==> config.mk <==
export PLATFORM = sky130hd
export DESIGN_NAME = controle_registradores
export DESIGN_NICKNAME = d
export VERILOG_FILES = /design/src/rtl/controle_registradores.sv
export SDC_FILE = /design/constraint.sdc
export NUM_CORES = 1
export LEC_CHECK = 0
export CORE_UTILIZATION = 33
export CTS_CLUSTER_DIAMETER = 50
export DETAILED_ROUTE_END_ITERATION = 8
export PLACE_DENSITY = 0.68
export REMOVE_ABC_BUFFERS = 1
export SLEW_MARGIN = 20
export SYNTH_ARGS = -nofsm -noshare
export SYNTH_HDL_FRONTEND = slang
export SYNTH_SLANG_ARGS = --single-unit
==> constraint.sdc <==
create_clock -name clock -period 2.4 [get_ports clock]
set_clock_uncertainty 0.2 [all_clocks]
set_input_delay 0.6 -clock clock [delete_from_list [all_inputs] [get_ports clock]]
set_output_delay 0.6 -clock clock [all_outputs]
set_load 0.03 [all_outputs]
==> src/rtl/controle_registradores.sv <==
// Register-code sequencer: expands a one-cycle command into X/Y/Z operation codes
// and an ALU select for the datapath, with busy/done/err handshake.
module controle_registradores #(
    parameter int CODE_W = 5,
    parameter int CNT_W  = 3
) (
    input  logic              clock,
    input  logic              reset,
    input  logic              start,
    input  logic [2:0]        op,
    input  logic [CNT_W-1:0]  amt,
    output logic [CODE_W-1:0] tx,
    output logic [CODE_W-1:0] ty,
    output logic [CODE_W-1:0] tz,
    output logic [1:0]        ula_sel,
    output logic              busy,
    output logic              done,
    output logic              err
);

    localparam logic [CODE_W-1:0] C_CLEAR  = CODE_W'(0);
    localparam logic [CODE_W-1:0] C_LOAD   = CODE_W'(1);
    localparam logic [CODE_W-1:0] C_HOLD   = CODE_W'(2);
    localparam logic [CODE_W-1:0] C_SHIFTL = CODE_W'(3);

    localparam logic [2:0] OP_CLR  = 3'd0;
    localparam logic [2:0] OP_LDY  = 3'd1;
    localparam logic [2:0] OP_ADD  = 3'd2;
    localparam logic [2:0] OP_SUB  = 3'd3;
    localparam logic [2:0] OP_SHL  = 3'd4;
    localparam logic [2:0] OP_MOVE = 3'd5;

    localparam logic [1:0] U_PASS = 2'd0;
    localparam logic [1:0] U_ADD  = 2'd1;
    localparam logic [1:0] U_SUB  = 2'd2;

    typedef enum logic [1:0] {S_IDLE, S_EXEC, S_SHIFT, S_DONE} state_t;

    state_t             r_state, w_next;
    logic [2:0]         r_op;
    logic [CNT_W-1:0]   r_amt, r_cnt, w_cnt;
    logic [CODE_W-1:0]  r_tx, r_ty, r_tz, w_tx, w_ty, w_tz;
    logic [1:0]         r_ula, w_ula;
    logic               r_busy, r_done, r_err, w_busy, w_done, w_err;
    logic               w_illegal, w_skip;

    assign w_illegal = (op > OP_MOVE);
    assign w_skip    = w_illegal || (op == OP_SHL && amt == '0);

    // r_cnt counts shift cycles already scheduled, so EXEC of SHL_Y is the first shift
    always_ff @(posedge clock) begin
        if (reset) begin
            r_state <= S_IDLE;
            r_cnt   <= '0;
            r_tx    <= C_HOLD;
            r_ty    <= C_HOLD;
            r_tz    <= C_HOLD;
            r_ula   <= U_PASS;
            r_busy  <= 1'b0;
            r_done  <= 1'b0;
            r_err   <= 1'b0;
        end else begin
            r_state <= w_next;
            r_cnt   <= w_cnt;
            r_tx    <= w_tx;
            r_ty    <= w_ty;
            r_tz    <= w_tz;
            r_ula   <= w_ula;
            r_busy  <= w_busy;
            r_done  <= w_done;
            r_err   <= w_err;
        end
    end

    always_ff @(posedge clock) begin
        if (r_state == S_IDLE && start) begin
            r_op  <= op;
            r_amt <= amt;
        end
    end

    always_comb begin
        w_next = r_state;
        unique case (r_state)
            S_IDLE:          if (start) w_next = w_skip ? S_DONE : S_EXEC;
            S_EXEC, S_SHIFT: w_next = (r_op == OP_SHL && r_cnt < r_amt) ? S_SHIFT : S_DONE;
            S_DONE:          w_next = S_IDLE;
            default:         w_next = S_IDLE;
        endcase
    end

    // Outputs are the registered image of the cycle being entered
    always_comb begin
        w_tx   = C_HOLD;
        w_ty   = C_HOLD;
        w_tz   = C_HOLD;
        w_ula  = r_ula;
        w_done = 1'b0;
        w_err  = 1'b0;
        w_busy = (w_next != S_IDLE);
        w_cnt  = r_cnt;
        unique case (r_state)
            S_IDLE: begin
                w_cnt = '0;
                if (start) begin
                    if (w_skip) begin
                        w_done = 1'b1;
                        w_err  = w_illegal;
                    end else begin
                        unique case (op)
                            OP_CLR: begin
                                w_tx = C_CLEAR;
                                w_ty = C_CLEAR;
                                w_tz = C_CLEAR;
                            end
                            OP_LDY:  begin w_ty = C_LOAD; w_ula = U_PASS; end
                            OP_ADD:  begin w_ty = C_LOAD; w_ula = U_ADD;  end
                            OP_SUB:  begin w_ty = C_LOAD; w_ula = U_SUB;  end
                            OP_SHL:  begin w_ty = C_SHIFTL; w_cnt = CNT_W'(1); end
                            OP_MOVE: begin w_tz = C_LOAD; w_ula = U_PASS; end
                            default: w_ty = C_HOLD;
                        endcase
                    end
                end
            end
            S_EXEC, S_SHIFT: begin
                if (w_next == S_SHIFT) begin
                    w_ty  = C_SHIFTL;
                    w_cnt = r_cnt + CNT_W'(1);
                end else begin
                    w_done = 1'b1;
                end
            end
            S_DONE:  w_cnt = '0;
            default: w_cnt = '0;
        endcase
    end

    assign tx      = r_tx;
    assign ty      = r_ty;
    assign tz      = r_tz;
    assign ula_sel = r_ula;
    assign busy    = r_busy;
    assign done    = r_done;
    assign err     = r_err;

endmodule

==> flow_summary_export.csv <==
group,metric,value,unit
status,outcome,"finished clean",
critical_path,slowest_stage,"clkdlybuf4s50_1",
global_routing,grt_max_degree,13,
pwr,totalPowerFinal,1240,uW
cells_and_area,most-common-layout-cells,"clkdlybuf4s50_1, dfxtp_1, nand2_1, conb_1, nor2_1",
hold_path,hold_path_class,"reg2reg",
yosys,muxShareOfSynthArea,0,
placed_design,place.gp.congestion,0.8907,
die,ios,29,
timing,setup_viol,0,
pwr,switching_share,0.4166,
drt,postRouteAntennaNets,0,
pwr,ir_drop,0.3810,mV
global_routing,antenna_found_initial,0,
cts,ctsResizeCount,0,
pwr,powerDensity,968.8,nW/um^2
yosys,syn_avg_cell_area,9.175,sq um
die,die_area,3399,sq um
cts,cts_buffers,3,
hold_path,hold_start,"ula_sel[1]$_SDFFE_PP0P_",
critical_path,rr_startpoint,"r_state[1]$_SDFF_PP0_",
yosys,synth_top_family_by_area,"simple AND/OR/NAND/NOR gates",
hold_path,hold_end,"ula_sel[1]$_SDFFE_PP0P_",
critical_path,crit_path_max_fanout,3,
pwr,comb_power_share,0.468,
job,max_cap_violations,0,
critical_path,worstReg2RegEnd,"r_cnt[0]$_SDFFE_PP0P_",
critical_path,crit_path_max_incr_delay,690,ps
die,dieHeight,58.30,um
timing,rsz0062_at_grt,"false",
hold_path,whs_path_depth,2,
pwr,p_leak,0.0005098,uW
yosys,synth_cell_types,34,
cells_and_area,final-seq-area,480.5,sq um
critical_path,critical_path_required,1600,ps
cts,clkLatencyLatePin,310,ps
placed_design,io_buffers,18,
timing,hold_viol_final,0,
global_routing,grt_pass1_wl,3.546,mm
critical_path,cp.buffers_inverters,1,
critical_path,crit_path_cell_trace,"clkdlybuf4s50_1",
cells_and_area,antenna_cells,0,
critical_path,reg2reg_depth,6,
cells_and_area,area_growth,22.37,%
cts,postCtsSetupBuffers,0,
cts,clockRootBuffer,"clkbuf_4",
drt,drc,0,
timing,fmax,457.6,MHz
critical_path,worst-setup-path-type,"reg2out",
cells_and_area,multi_input_area,469.2,sq um
placed_design,dp_hpwl,1.652,mm
critical_path,cp_top_family,"buffers and inverters",
cts,htree_num_levels,1,
cts,cts_tree,"done",
timing,tns,0,ps
die,rows,20,
timing,finalCritPeriodShare,0.9105,
cells_and_area,fillCellCount,295,
global_routing,grt_pass1_vias,806,
drt,drt_iter0_markers,51,
die,core,3028,sq um
cells_and_area,finalNonFillerCells,179,
timing,fin_crit,2185,ps
cells_and_area,nets,151,
yosys,synth_seq_cells,21,
pwr,p_int,723.4,uW
drt,via_per_inst,4.894,
pwr,p_clk_frac,0.140,
cells_and_area,drive_gt1_frac,0.08148,
timing,slew_viol_final,0,
yosys,syn_inst,114,
drt,wirelength,2.253,mm
cells_and_area,final_common_cell,"clkdlybuf4s50_1",
yosys,seq_area_frac_synth,0.4593,
yosys,synth-xor-area-share,0,
critical_path,worstSetupEndpointType,"output port",
global_routing,gr-total-overflow,0,
pwr,p_sw,516.6,uW
die,start_util,0.3455,
yosys,synth_warnings,0,
yosys,netlist_area,1046,sq um
timing,hold_slack,319.8,ps
yosys,yosys.area_share.simple,0.1926,
drt,dr_total_vias,876,
cts,cts_max_path_buffers,2,
drt,wl_per_cell,12.59,um
die,fp.dieW,58.30,um
critical_path,critPathLaunchType,"flip-flop",
pwr,seqPwrFrac,0.392,
cts,clkSinkCount,21,
global_routing,grt_util_all_layers,0.1441,
yosys,synth_adder_area_share,0.07177,
drt,dr.pass1.iters,4,
cts,hold_buffers,0,
yosys,synth_compound_area_frac,0.1483,
critical_path,cp.arrival,1390,ps
placed_design,dp.cells,175,
cts,clk_pin_slew,110,ps
critical_path,r2r_slack,400,ps
## worst max-delay path by stage
stage | slack, ps | cells past startpoint | endpoint | from
2_1_floorplan | 660 | 6 | r_cnt[2]$_SDFFE_PP0P_ | r_amt[1]$_DFFE_PP_
3_3_place_gp | 170 | 5 | r_cnt[0]$_SDFFE_PP0P_ | start
3_5_place_dp | 150 | 5 | r_cnt[0]$_SDFFE_PP0P_ | start
4_1_cts | 210 | 1 | ula_sel[0] | ula_sel[0]$_SDFFE_PP0P_
5_1_grt | 160 | 1 | ula_sel[0] | ula_sel[0]$_SDFFE_PP0P_
6_report | 210 | 1 | ula_sel[0] | ula_sel[0]$_SDFFE_PP0P_
## power by group through the flow
stage          combinational [uW]  clock [uW]  sequential, uW
4_1_cts                       570         179             488
3_3_place_gp                  559           0             496
2_1_floorplan                 329           0             554
3_5_place_dp                  564           0             496
5_1_grt                       627         196             494
6_report                      580         174             487
## final cells by class
class	instances	area share
inverters	10	0.03030
multi-input cells	78	0.3666
repair buffers	22	0.1642
clock buffers	4	0.02053
flip-flops and latches	21	0.3754
well taps	44	0.04301
## cells in the mapped netlist, drive strengths merged
master	count	area (sq um)
o211ai	2	20.02
o31ai	1	7.510
o21ai	7	35.03
a22oi	1	7.510
nor2	9	33.78
a21o	1	7.510
or2	1	6.260
and2	3	18.77
a221oi	1	8.760
or4	1	7.510
nor3b	1	7.510
clkbuf	3	11.26
dfxtp	15	300.3
nor4b	1	23.77
nor3	8	40.04
a41oi	1	8.760
nand2	10	37.54
ha	6	75.07
a31oi	2	12.51
nor2b	1	6.260
a32o	1	10.01
edfxtp	6	180.2
a21oi	4	20.02
nand3	4	20.02
inv	9	33.78
buf	11	80.07
clkinvlp	1	5.000
a32oi	1	8.760
o32ai	1	8.760
conb	1	3.750
## state kept, by name, summed over array words and instances (netlist names)
signal   cells
busy         1
err          1
tz           2
r_state      2
r_op         3
ula_sel      2
r_cnt        3
tx           1
r_amt        3
ty           2
done         1
## tightest hold or removal path, cell delays in order (launching register included)
cell	delay (ps)
dfxtp_1	340
o21ai_0	70
a21oi_1	70
## kinds of logic after synthesis
logic type,Yosys count
AOI/OAI and AO/OA,23
adders and majority gates,6
buffers and inverters,24
DFF,21
other,1
and+or+nand+nor,39
## stage by stage
stage,setup slack [ps],util,instance area (sq um)
finish,214.8,0.4227,1280
global route,162.0,0.4227,1280
CTS,211.3,0.4227,1280
detailed placement,146.9,0.4141,1254
global placement,166.9,0.4141,1254
floorplan,659.0,-,988.4
## metal layers
layer / global-route usage / up-vias / part of all wire
li1: - / 419 / -
met1: 0.1740 / 395 / 0.43
met2: 0.2233 / 53 / 0.46
met3: 0.03956 / 9 / 0.081
met4: 0.09864 / 0 / 0.033
met5: 0 / - / 0
Power figures use the tool's default switching activity.
